==> src/rtl/pw_pkg.sv <==
// Shared definitions for the password checker.
// Holds the FSM state enumeration, the digit and buffer geometry, and a small
// helper that classifies an incoming nibble as a decimal digit.
package pw_pkg;

    localparam int DIGIT_W    = 4;
    localparam int NUM_DIGITS = 4;
    localparam int MAX_DIGIT  = 9;
    localparam int CNT_W      = $clog2(NUM_DIGITS + 1);

    typedef enum logic [2:0] {
        ST_IDLE    = 3'd0,
        ST_ENTRY   = 3'd1,
        ST_CHECK   = 3'd2,
        ST_OPEN    = 3'd3,
        ST_LOCKOUT = 3'd4
    } pw_state_t;

    function automatic logic is_decimal(input logic [DIGIT_W-1:0] d);
        return d <= DIGIT_W'(MAX_DIGIT);
    endfunction

endpackage

==> src/rtl/pw_timer.sv <==
// Loadable down-counter shared by the entry timeout, the unlock hold time and
// the lockout hold time. Only one of those is ever running at once.
//   clk, reset : clock and asynchronous active-low reset
//   load       : load load_val this cycle (wins over counting)
//   load_val   : value to load; a hold of N cycles is loaded as N-1
//   done       : counter has reached zero
module pw_timer #(
    parameter int WIDTH = 8
) (
    input  logic             clk,
    input  logic             reset,
    input  logic             load,
    input  logic [WIDTH-1:0] load_val,
    output logic             done
);

    logic [WIDTH-1:0] cnt;

    always_ff @(posedge clk or negedge reset) begin
        if (!reset) begin
            cnt <= '0;
        end else if (load) begin
            cnt <= load_val;
        end else if (cnt != '0) begin
            cnt <= cnt - 1'b1;
        end
    end

    assign done = (cnt == '0);

endmodule

==> src/rtl/pw_check.sv <==
// Four-digit password checker with entry timeout, timed unlock and lockout
// after repeated failures.
//   clk, reset        : clock and asynchronous active-low reset
//   digit_valid/digit : one-cycle strobe with a BCD digit; 10..15 are dropped
//   clear             : abandon the entry in progress
//   key0..key3        : stored password, key0 entered first
//   unlock            : registered, high for UNLOCK_CYCLES after a match
//   alarm             : registered, high for LOCKOUT_CYCLES after MAX_FAIL misses
//   fail_cnt          : consecutive mismatch count
//   digit_cnt         : digits collected in the current entry
//   busy              : high in CHECK, OPEN or LOCKOUT
//
// state   | meaning
// --------+-----------------------------------------------------------
// IDLE    | waiting for the first digit
// ENTRY   | collecting digits; timeout running between digits
// CHECK   | one cycle: compare buffer against keys
// OPEN    | unlock held for UNLOCK_CYCLES
// LOCKOUT | alarm held for LOCKOUT_CYCLES
module pw_check
    import pw_pkg::*;
#(
    parameter int TIMEOUT_CYCLES = 1000,
    parameter int UNLOCK_CYCLES  = 500,
    parameter int LOCKOUT_CYCLES = 5000,
    parameter int MAX_FAIL       = 3
) (
    input  logic               clk,
    input  logic               reset,
    input  logic               digit_valid,
    input  logic [DIGIT_W-1:0] digit,
    input  logic               clear,
    input  logic [DIGIT_W-1:0] key0,
    input  logic [DIGIT_W-1:0] key1,
    input  logic [DIGIT_W-1:0] key2,
    input  logic [DIGIT_W-1:0] key3,
    output logic               unlock,
    output logic               alarm,
    output logic [1:0]         fail_cnt,
    output logic [CNT_W-1:0]   digit_cnt,
    output logic               busy
);

    localparam int T_MAX0 = (TIMEOUT_CYCLES > UNLOCK_CYCLES) ? TIMEOUT_CYCLES : UNLOCK_CYCLES;
    localparam int T_MAX  = (T_MAX0 > LOCKOUT_CYCLES) ? T_MAX0 : LOCKOUT_CYCLES;
    localparam int TW     = $clog2(T_MAX + 1);

    pw_state_t          state_q;
    pw_state_t          state_d;
    logic [DIGIT_W-1:0] dig_buf [NUM_DIGITS];

    logic               accept;
    logic               tmr_load;
    logic [TW-1:0]      tmr_val;
    logic               tmr_done;
    logic               match;
    logic [2:0]         fail_inc;
    logic               digit_ok;
    logic               buf_full;

    pw_timer #(
        .WIDTH    (TW)
    ) u_timer (
        .clk      (clk),
        .reset    (reset),
        .load     (tmr_load),
        .load_val (tmr_val),
        .done     (tmr_done)
    );

    assign buf_full = (digit_cnt == CNT_W'(NUM_DIGITS));
    assign digit_ok = digit_valid && is_decimal(digit) && !buf_full;
    assign match    = ({dig_buf[0], dig_buf[1], dig_buf[2], dig_buf[3]} ==
                       {key0, key1, key2, key3});
    assign fail_inc = {1'b0, fail_cnt} + 3'd1;
    assign busy     = (state_q == ST_CHECK) || (state_q == ST_OPEN) ||
                      (state_q == ST_LOCKOUT);

    always_ff @(posedge clk or negedge reset) begin
        if (!reset) begin
            state_q <= ST_IDLE;
        end else begin
            state_q <= state_d;
        end
    end

    // The cycle after the 4th digit is spent in ENTRY with a full buffer, so
    // CHECK runs one cycle later and OPEN/LOCKOUT land two edges after the
    // final digit is taken.
    always_comb begin
        state_d  = state_q;
        accept   = 1'b0;
        tmr_load = 1'b0;
        tmr_val  = '0;
        case (state_q)
            ST_IDLE: begin
                if (digit_ok) begin
                    accept   = 1'b1;
                    tmr_load = 1'b1;
                    tmr_val  = TW'(TIMEOUT_CYCLES - 1);
                    state_d  = ST_ENTRY;
                end
            end
            ST_ENTRY: begin
                if (clear) begin
                    state_d = ST_IDLE;
                end else if (buf_full) begin
                    state_d = ST_CHECK;
                end else if (digit_ok) begin
                    accept   = 1'b1;
                    tmr_load = 1'b1;
                    tmr_val  = TW'(TIMEOUT_CYCLES - 1);
                end else if (tmr_done) begin
                    state_d = ST_IDLE;
                end
            end
            ST_CHECK: begin
                if (match) begin
                    state_d  = ST_OPEN;
                    tmr_load = 1'b1;
                    tmr_val  = TW'(UNLOCK_CYCLES - 1);
                end else if (fail_inc == 3'(MAX_FAIL)) begin
                    state_d  = ST_LOCKOUT;
                    tmr_load = 1'b1;
                    tmr_val  = TW'(LOCKOUT_CYCLES - 1);
                end else begin
                    state_d = ST_IDLE;
                end
            end
            ST_OPEN: begin
                if (tmr_done) state_d = ST_IDLE;
            end
            ST_LOCKOUT: begin
                if (tmr_done) state_d = ST_IDLE;
            end
            default: state_d = ST_IDLE;
        endcase
    end

    always_ff @(posedge clk or negedge reset) begin
        if (!reset) begin
            for (int i = 0; i < NUM_DIGITS; i++) dig_buf[i] <= '0;
            digit_cnt <= '0;
            fail_cnt  <= '0;
            unlock    <= 1'b0;
            alarm     <= 1'b0;
        end else begin
            if (accept) begin
                dig_buf[digit_cnt[1:0]] <= digit;
                digit_cnt               <= digit_cnt + 1'b1;
            end
            if (state_q == ST_ENTRY && state_d == ST_IDLE) begin
                digit_cnt <= '0;
            end
            if (state_q == ST_CHECK) begin
                digit_cnt <= '0;
                fail_cnt  <= match ? 2'd0 : fail_inc[1:0];
            end
            if (state_q == ST_LOCKOUT && state_d == ST_IDLE) begin
                fail_cnt <= '0;
            end
            unlock <= (state_d == ST_OPEN);
            alarm  <= (state_d == ST_LOCKOUT);
        end
    end

endmodule

==> config.mk <==
export PLATFORM = sky130hd
export DESIGN_NAME = pw_check
export DESIGN_NICKNAME = d
export VERILOG_FILES = /design/src/rtl/pw_pkg.sv /design/src/rtl/pw_timer.sv /design/src/rtl/pw_check.sv
export SDC_FILE = /design/constraint.sdc
export NUM_CORES = 1
export LEC_CHECK = 0
export BUFFER_PORTS_ARGS = -buffer_cell sky130_fd_sc_hd__buf_2
export CAP_MARGIN = 20
export CORE_AREA = 2 2 66 68
export CTS_CLUSTER_SIZE = 8
export DETAILED_ROUTE_END_ITERATION = 8
export DIE_AREA = 0 0 68 70
export PLACE_DENSITY = 0.78
export SETUP_SLACK_MARGIN = 0.15
export SYNTH_ARGS = -nofsm -noshare
export SYNTH_HDL_FRONTEND = slang
export SYNTH_HIERARCHICAL = 1
export SYNTH_SLANG_ARGS = --single-unit
==> constraint.sdc <==
create_clock -name clk -period 3.15 [get_ports clk]
set_clock_uncertainty 0.15 [all_clocks]
set_input_delay 0.4725 -clock clk [delete_from_list [all_inputs] [get_ports clk]]
set_output_delay 0.4725 -clock clk [all_outputs]
set_load 0.03 [all_outputs]
; ---- After elaboration in Yosys (flattened, before gate mapping)
; Index checks and enable logic that the tools add are counted.
[word_totals]
regBits = 39
in_bits = 24
output_inout_bits = 8
[op_classes]
n_addsub = 3
n_lt_le_gt_ge = 3
n_eq_ne = 9
muxes = 32
bitwise_logic = 1
reduce_logical = 16
[op_table]
columns = op, n
row1 = 13-bit 2-to-1 mux, 6
row2 = 13-bit case mux with 3 select lines, 1
row3 = 3-bit 2-to-1 mux, 10
row4 = 16-bit bitwise mux, 1
row5 = 16-bit == test, 1
row6 = 13-bit zero test, 1
row7 = 13-bit nonzero test, 1
row8 = "13-bit by 1-bit subtractor with 13-bit output, second input constant", 1
row9 = "3-bit by 2-bit == test with 1-bit output, second input constant", 4
row10 = 3-bit case mux with 4 select lines, 1
row11 = 10-bit 2-to-1 mux, 1
row12 = "3-bit == test, second input constant", 3
row13 = 4-bit demux with 2-bit select, 1
row14 = 3-bit zero test, 2
row15 = 2-bit 2-to-1 mux, 3
row16 = 1-bit logical AND, 5
row17 = 1-bit 2-to-1 mux, 5
row18 = "4-bit <= comparator, second input constant", 1
row19 = 4-bit 2-to-1 mux, 1
row20 = 2-bit nonzero test, 2
row21 = "2-bit by 1-bit adder with 3-bit output, second input constant", 1
row22 = "3-bit by 1-bit adder with 3-bit output, second input constant", 1
row23 = "3-bit by 1-bit == test with 1-bit output, second input constant", 1
row24 = "3-bit greater-or-equal comparator, second input constant", 1
row25 = 8 further kinds, 9

; ---- Depth between registers and ports, before layout
; Gate-level depths: netlist of the first run.
[logic_depth]
word_depth = 11
depth_mapped = 11

; ---- Cells and area by module
; The synthesis of the first run kept the hierarchy.
[by_module_without_submodules]
columns = mod, instances, cells_each, area_per_inst_um2, seq_area_each_um2
row1 = pw_check, 1, 129, 1487.7, 650.6
row2 = pw_timer, 1, 82, 767.0, 325.3

; ---- Worst setup path before layout of the first run
; Ideal clock, no wire load.
[synth_timing]
kind = register to register
start = register digit_cnt[0]
end = register u_timer.cnt[2]
setup_time_ns = 0.095
arrival_ns = 2.530
t_required_ns = 2.905
slack_ns = 0.375
path_stages_with_launch = 12
period_less_slack_ns = 2.775
cell_sequence = dfrtp_1 > inv_1 > ha_1 > a211oi_2 > and3_1 > buf_6 > nor2_1 > a22oi_1 > buf_1 > clkbuf_1 > nand2_1 > o31ai_1
[synth_via]
elab_chain_cells = 8
elab_cells_between_ends = 13
cone_classes = eq/ne (1) / mux (9) / reduce/logical (3)
[synth_rtl]
columns = item, line_no
row1 = from (decl), pw_check.sv:40  ; output logic [CNT_W-1:0] digit_cnt,
row2 = from (signal assigned), pw_check.sv:150  ; digit_cnt <= digit_cnt + 1'b1;
row3 = 3-bit == test *, pw_check.sv:71  ; assign buf_full = (digit_cnt == CNT_W'(NUM_DIGITS));
row4 = 1-bit zero test, pw_check.sv:72  ; assign digit_ok = digit_valid && is_decimal(digit) && !buf_full;
row5 = 1-bit logical AND, pw_check.sv:72
row6 = 1-bit 2-to-1 mux, "pw_check.sv:97, pw_check.sv:109"
row7 = 1-bit 2-to-1 mux, pw_check.sv:107  ; end else if (buf_full) begin
row8 = 1-bit 2-to-1 mux, pw_check.sv:105  ; if (clear) begin
row9 = 1-bit case mux with 3 select lines *, pw_check.sv:95  ; case (state_q)
row10 = via tmr_load, pw_check.sv:53  ; logic tmr_load;
row11 = 13-bit 2-to-1 mux or 2-bit nonzero test (tied branches), n/a
row12 = to (signal assigned), pw_timer.sv:23  ; cnt <= load_val;
row13 = to (signal assigned), pw_timer.sv:25  ; cnt <= cnt - 1'b1;
row14 = to (decl), pw_timer.sv:17  ; logic [WIDTH-1:0] cnt;
; Mark *: on every way through the listed nets, which the timed path passes. The rest lies on a longest branch.
; A chain may end at the register's enable or synchronous reset.

; ---- Final worst setup path of the first run
[layout_timing]
start = register digit_cnt[0]
end = register u_timer.cnt[10]
; Same word-level chain as after synthesis.

==> results of run 1 <==
Yosys cell counts (all sizes together) (2+ instances only):
cell    count
dfrtp      39
nand2      21
xor2       20
mux2       17
o21ai      17
inv        11
nor2       10
nor4        9
nand3       8
xnor2       8
ha          7
buf         5
nor3        3
nor3b       3
o31ai       3
or3         3
a21oi       2
clkbuf      2
nand2b      2
nand4       2
o22ai       2
final cells by class:
cell class	count	share of cell area (%)
multi-input cells	156	46.3
clock inverters	3	2.61
repair buffers	33	6.58
well taps	52	2.51
clock buffers	5	2.66
flip-flops and latches	39	37.7
inverters	11	1.60
metal layers:
layer	vias up	global-route usage (%)	part of all wire (%)	wire length [um]
met3	10	3.86	3.6	157
met1	782	30.3	46	1990
met4	0	8.00	2.1	93
met2	39	33.5	48	2100
met5	-	0	0	0
li1	812	-	-	-
cell families (layout without fill, tap and decap cells):
kind of cell,after synthesis,count (layout)
AOI/OAI and AO/OA,34,34
adders and majority gates,7,7
buffers and inverters,18,52
and+or+nand+nor,66,66
muxes,18,18
other,1,3
xor gates and xnor gates,28,28
DFF,39,39
report_power, final:
group	internal [mW]	leakage (nW)	switching, mW
clock	0.316	0.0644	0.176
combinational	0.470	0.690	0.499
sequential	0.722	0.499	0.222
total	1.51	1.25	0.897
per-stage QoR:
stage / worst slack (ns) / std cells / utilization [%]
6_report: 0.549 / 299 / 62.4
5_1_grt: 0.289 / 299 / 62.4
4_1_cts: 0.560 / 299 / 62.4
3_5_place_dp: 0.492 / 291 / 59.1
3_3_place_gp: 0.497 / 291 / 59.1
2_1_floorplan: 0.375 / 213 / -
state kept, by name (all words and copies together), names as in the netlist:
signal,cells
u_timer/cnt,13
digit_cnt,3
unlock,1
dig_buf,16
fail_cnt,2
state_q,3
alarm,1
worst min path at each step:
stage	to	slack (ns)	cells after the start
CTS	state_q[0]$_DFF_PN0_	0.15	1
detailed placement	fail_cnt[0]$_DFFE_PN0P_	0.35	1
finish	dig_buf[8]$_DFFE_PN0P_	0.13	1
global placement	fail_cnt[0]$_DFFE_PN0P_	0.36	1
global route	dig_buf[8]$_DFFE_PN0P_	0.21	1
floorplan	alarm$_DFF_PN0_	0.03	0
worst max-delay path: cells and delay by family (launching register included):
family,cells,cell delay (ns)
AO/OA/AOI/OAI,3,0.53
adder cells (fa/ha/maj),1,0.29
buffers and inverters,3,0.54
flip-flops,1,0.41
AND/OR/NAND/NOR,3,0.53
==> metrics, run 1 <==
status=complete, no violations; main combinational cell family by area after synthesis=simple AND/OR/NAND/NOR gates; critical path class=reg2reg; I/O pin total=32; CP max-delay cell=dfrtp_1; Residual DRC=0; drt total wl=4340 um; Area Growth Syn to Fin=14.8%; Yosys Warn Count=6; vias=1,643; Worst EP required=3.16 ns; final hold slack=0.130 ns; fin crit period=2.60 ns; area share of the largest cell type after synthesis=43.3%; synthesized area=2250 sq um; Inserted Clock Buffers=5; 1st-iter DRT viols=73; peak per-stage delay on the critical path=0.41 ns; gpl congestion=0.815; Worst Reg-to-Reg Cells=10; Final Setup Violations=0; share of layout cells above drive strength 1=27.5%; CP Launch Type=register; number of setup buffers added after CTS=0; Die Wd=68 um; clock buffer depth=2; Seq cells post-synth=39; Pre-antenna DRT Iters=5; Primary FF master, synth=dfrtp_1; final instance area=2590 sq um; H-tree depth=2; XOR/XNOR share of the synthesized area=10.9%; Seq/Total Area, Yosys=43.3%; Area contributors post-synth=dfrtp_1, mux2_4, xor2_1; Post-CTS Hold Buffers=0; PwrDens=929 nW/um^2; worst vdd ir=0.481 mV; CP endpoint kind=register; EDFF count, synth=0; cell mode on critical path=buf_4; Final nets=277; mux share of post-synthesis cell area=10.9%; Sequential Area=976 sq um; Detailed Place HPWL=3270 um; Cells after Synth=211; Die Area=4760 sq um; Max-cap violations=0; Skew-Pair Late Insertion Delay=0.29 ns; CTS Root Cell=clkbuf_8; CP Capture Point=u_timer/cnt[10]$_DFFE_PN0P_; mean routed wirelength per cell=14.5 um; Tcrit/Tclk final=82.6%; Core Box Area=4140 sq um; gr ovfl total=0; # port buffers=31; Critical R2R Capture=u_timer/cnt[10]$_DFFE_PN0P_; CTS tree=built; Multi-input gate area=1200 sq um; P_leak=1.25 nW; initial antenna violation count=0; # clock sinks=39; area leader, netlist=dfrtp_1; DRT antenna net count=0; max-slew violations=0; total power=2.40 mW; Vias/cell=5.49; Core Rows=24; ys async rst share=100%; simple-gate share of the synthesized area=17.4%; first-pass GRT wire length=7850 um; Worst setup startpoint=digit_cnt[0]$_DFFE_PN0P_; Hold Path Class=in2async; placed cell area=2450 sq um; WP data arrival=2.61 ns; largest net degree at the start of global routing=40; RSZ-0062 raised after global routing=false; final setup TNS=0 ns; post-synthesis compound-gate area fraction=9.60%; R2R setup slack=0.55 ns; crit path cell chain=inv_1 > ha_1 > a211oi_2 > and3_1 > buf_4 > nor2_1 > a22oi_1 > buf_4 > nand2b_1 > o21ai_0; Critical R2R Launch=digit_cnt[0]$_DFFE_PN0P_; Adder-Cell Fraction of Synth Area=3.88%; clock-pin slew on the worst setup and hold paths=0.08 ns; Fillers=344; slew of the pin with the lowest slew margin=0.833 ns; most frequent cells in the layout=dfrtp_1, buf_2, xor2_1; Avg Cell Area, Syn=10.7 sq um; vias in the first global route=1,694; die height=70 um; GRT Resource Usage Total=21.7%; post-cts resize count=0; Slew Limit Headroom=44.5%; Distinct cells, synth=48; Max Clk Rate=384 MHz; CP max FO=23; initial core utilization=54.4%; Antenna diodes=0; Final Hold Violating Endpoints=0; leading cell type in the layout, fill and taps excluded=dfrtp_1
Note: power is estimated with default switching activity, not from simulation.
==> run 2: changes to the inputs <==
==> constraint.sdc (replaced) <==
create_clock -name clk -period 2.65 [get_ports clk]
set_clock_uncertainty 0.15 [all_clocks]
set_input_delay 0.3975 -clock clk [delete_from_list [all_inputs] [get_ports clk]]
set_output_delay 0.3975 -clock clk [all_outputs]
set_load 0.03 [all_outputs]
==> run 2 against run 1 <==
  * Clock-buffer cell count unchanged
  * Critical path type unchanged
  * Final cell count grew 1.3%
  * Largest power group unchanged
  * Via count grew 0.67%
  * Sequential power up 19%
==> metrics, run 2 (synthesis results as in run 1) <==
most frequent cells in the layout=dfrtp_1, buf_2, xor2_1; gpl congestion=0.841; Worst EP required=2.66 ns; share of layout cells above drive strength 1=30.3%; Sw Share=38.4%; fin crit period=2.25 ns; peak per-stage delay on the critical path=0.41 ns; CP max FO=8; WP data arrival=2.27 ns; net switching power=1.07 mW; total power=2.78 mW; PnR worst setup slack=0.396 ns; Detailed Place HPWL=3180 um; Fillers=325; # port buffers=31; PwrDens=1070 nW/um^2; Inserted Clock Buffers=5; most flop-heavy register=dig_buf; Final Setup Violations=0; Max Clk Rate=444 MHz; Final nets=281; Core Box Area=4140 sq um; final setup TNS=0 ns; initial antenna violation count=0; Pint=1.71 mW; Pre-antenna DRT Iters=4; first-pass GRT wire length=7630 um; Die Area=4760 sq um; DRT antenna net count=0; # clock sinks=39; Largest regs=dig_buf x16, u_timer/cnt x13; max-slew violations=0; CTS Root Cell=clkbuf_8; CP endpoint kind=register; sequential fraction of design power=40.3%; slew of the pin with the lowest slew margin=0.845 ns; drt total wl=4290 um; initial core utilization=54.4%; final instance area=2600 sq um; Slew Limit Headroom=43.7%; clock-pin slew on the worst setup and hold paths=0.08 ns; Skew-Pair Late Insertion Delay=0.30 ns; gr ovfl total=0; mean routed wirelength per cell=14.1 um; Vias/cell=5.46; Worst Reg-to-Reg Cells=8; Clock Power Share=17.8%; P_leak=1.26 nW; DP Worst Slack=0.295 ns; 1st-iter DRT viols=106; CP max-delay cell=dfrtp_2; crit path cell chain=inv_1 > ha_1 > a211oi_2 > and3_1 > nor2_1 > a22oi_2 > nand2b_2 > o21ai_0; Hold Path Class=in2async; Tcrit/Tclk final=85.1%; worst vdd ir=0.586 mV; vias in the first global route=1,645; Max-cap violations=0; final hold slack=0.0538 ns; leading cell type in the layout, fill and taps excluded=dfrtp_1; vias=1,654; GRT Resource Usage Total=21.8%; die height=70 um; status=complete, no violations; CTS tree=built; clock buffer depth=2; placed cell area=2490 sq um; CP Launch Type=register; Critical R2R Launch=digit_cnt[0]$_DFFE_PN0P_; I/O pin total=32; Die Wd=68 um; max FFs per register=16; Post-CTS Hold Buffers=0; Residual DRC=0; H-tree depth=2; RSZ-0062 raised after global routing=false; Combinational Power Share=41.9%; largest net degree at the start of global routing=40; Core Rows=24; Final Hold Violating Endpoints=0; Antenna diodes=0; Area Growth Syn to Fin=15.5%; Critical R2R Capture=u_timer/cnt[10]$_DFFE_PN0P_; R2R setup slack=0.40 ns; critical path class=reg2reg
-- run 2: changes by cell type in the layout (fill, tap and decap cells not counted) --
cell and delta:
dfrtp_1 -2, buf_4 +4, clkinv_2 +1, a22oi_1 -1, bufinv_16 -1, clkinv_4 +1, a22oi_2 +1, clkinvlp_4 -1
dfrtp_2 +2, nand2b_1 -1, nand2b_2 +1
-- run 2: how the worst max path moves through the flow --
stage,from,end,slack (ns)
after floorplan,digit_cnt[0]$_DFFE_PN0P_,u_timer/cnt[1]$_DFFE_PN0P_,0.23
after global placement,key1[0],u_timer/cnt[10]$_DFFE_PN0P_,0.39
after detailed placement,key0[3],u_timer/cnt[10]$_DFFE_PN0P_,0.29
after CTS,digit_cnt[0]$_DFFE_PN0P_,u_timer/cnt[10]$_DFFE_PN0P_,0.33
after global routing,digit_cnt[0]$_DFFE_PN0P_,u_timer/cnt[10]$_DFFE_PN0P_,0.20
final,digit_cnt[0]$_DFFE_PN0P_,u_timer/cnt[10]$_DFFE_PN0P_,0.40
-- run 2: worst max-delay path, delay by kind of cell, from the launching register on --
family / cells / cell delay (ns)
buf+inv: 1 / 0.08
fa+ha+maj: 1 / 0.30
flops: 1 / 0.41
simple gates: 3 / 0.52
compound gates: 3 / 0.66
-- run 2: timing repair --
action | 4_1_cts | 5_1_grt
endpoints found under the setup margin | 0 | 2
gates resized for setup | 0 | 1
setup buffers | 0 | 0
-- run 2: area by class of cell --
class	instances	area, sq um	share of cell area, %
clock buffer	5	68.8	2.64
timing repair buffer	37	200	7.69
multi-input combinational	156	1210	46.3
clock inverter	3	43.8	1.68
inverter	11	41.3	1.59
sequential	39	978	37.6
tap	52	65.1	2.50
-- run 2: per-stage QoR --
stage | util (%) | std cells
after floorplan | - | 213
after global placement | 60.1 | 295
after detailed placement | 60.1 | 295
after CTS | 62.8 | 303
after global routing | 62.8 | 303
final | 62.8 | 303
-- run 2: power by group through the flow --
| stage | sequential (mW) | clock, mW | combinational, mW |
|---|---|---|---|
| finish | 1.12 | 0.496 | 1.17 |
| global route | 1.16 | 0.532 | 1.31 |
| CTS | 1.12 | 0.501 | 1.17 |
| detailed placement | 1.13 | 0 | 1.16 |
| global placement | 1.12 | 0 | 1.14 |
| floorplan | 1.14 | 0 | 0.885 |
-- run 2: metal layers --
layer	track usage [%]	wire, um
met1	31.3	1960
met3	5.48	203
met4	11.1	116
met2	30.2	2000
met5	0	0
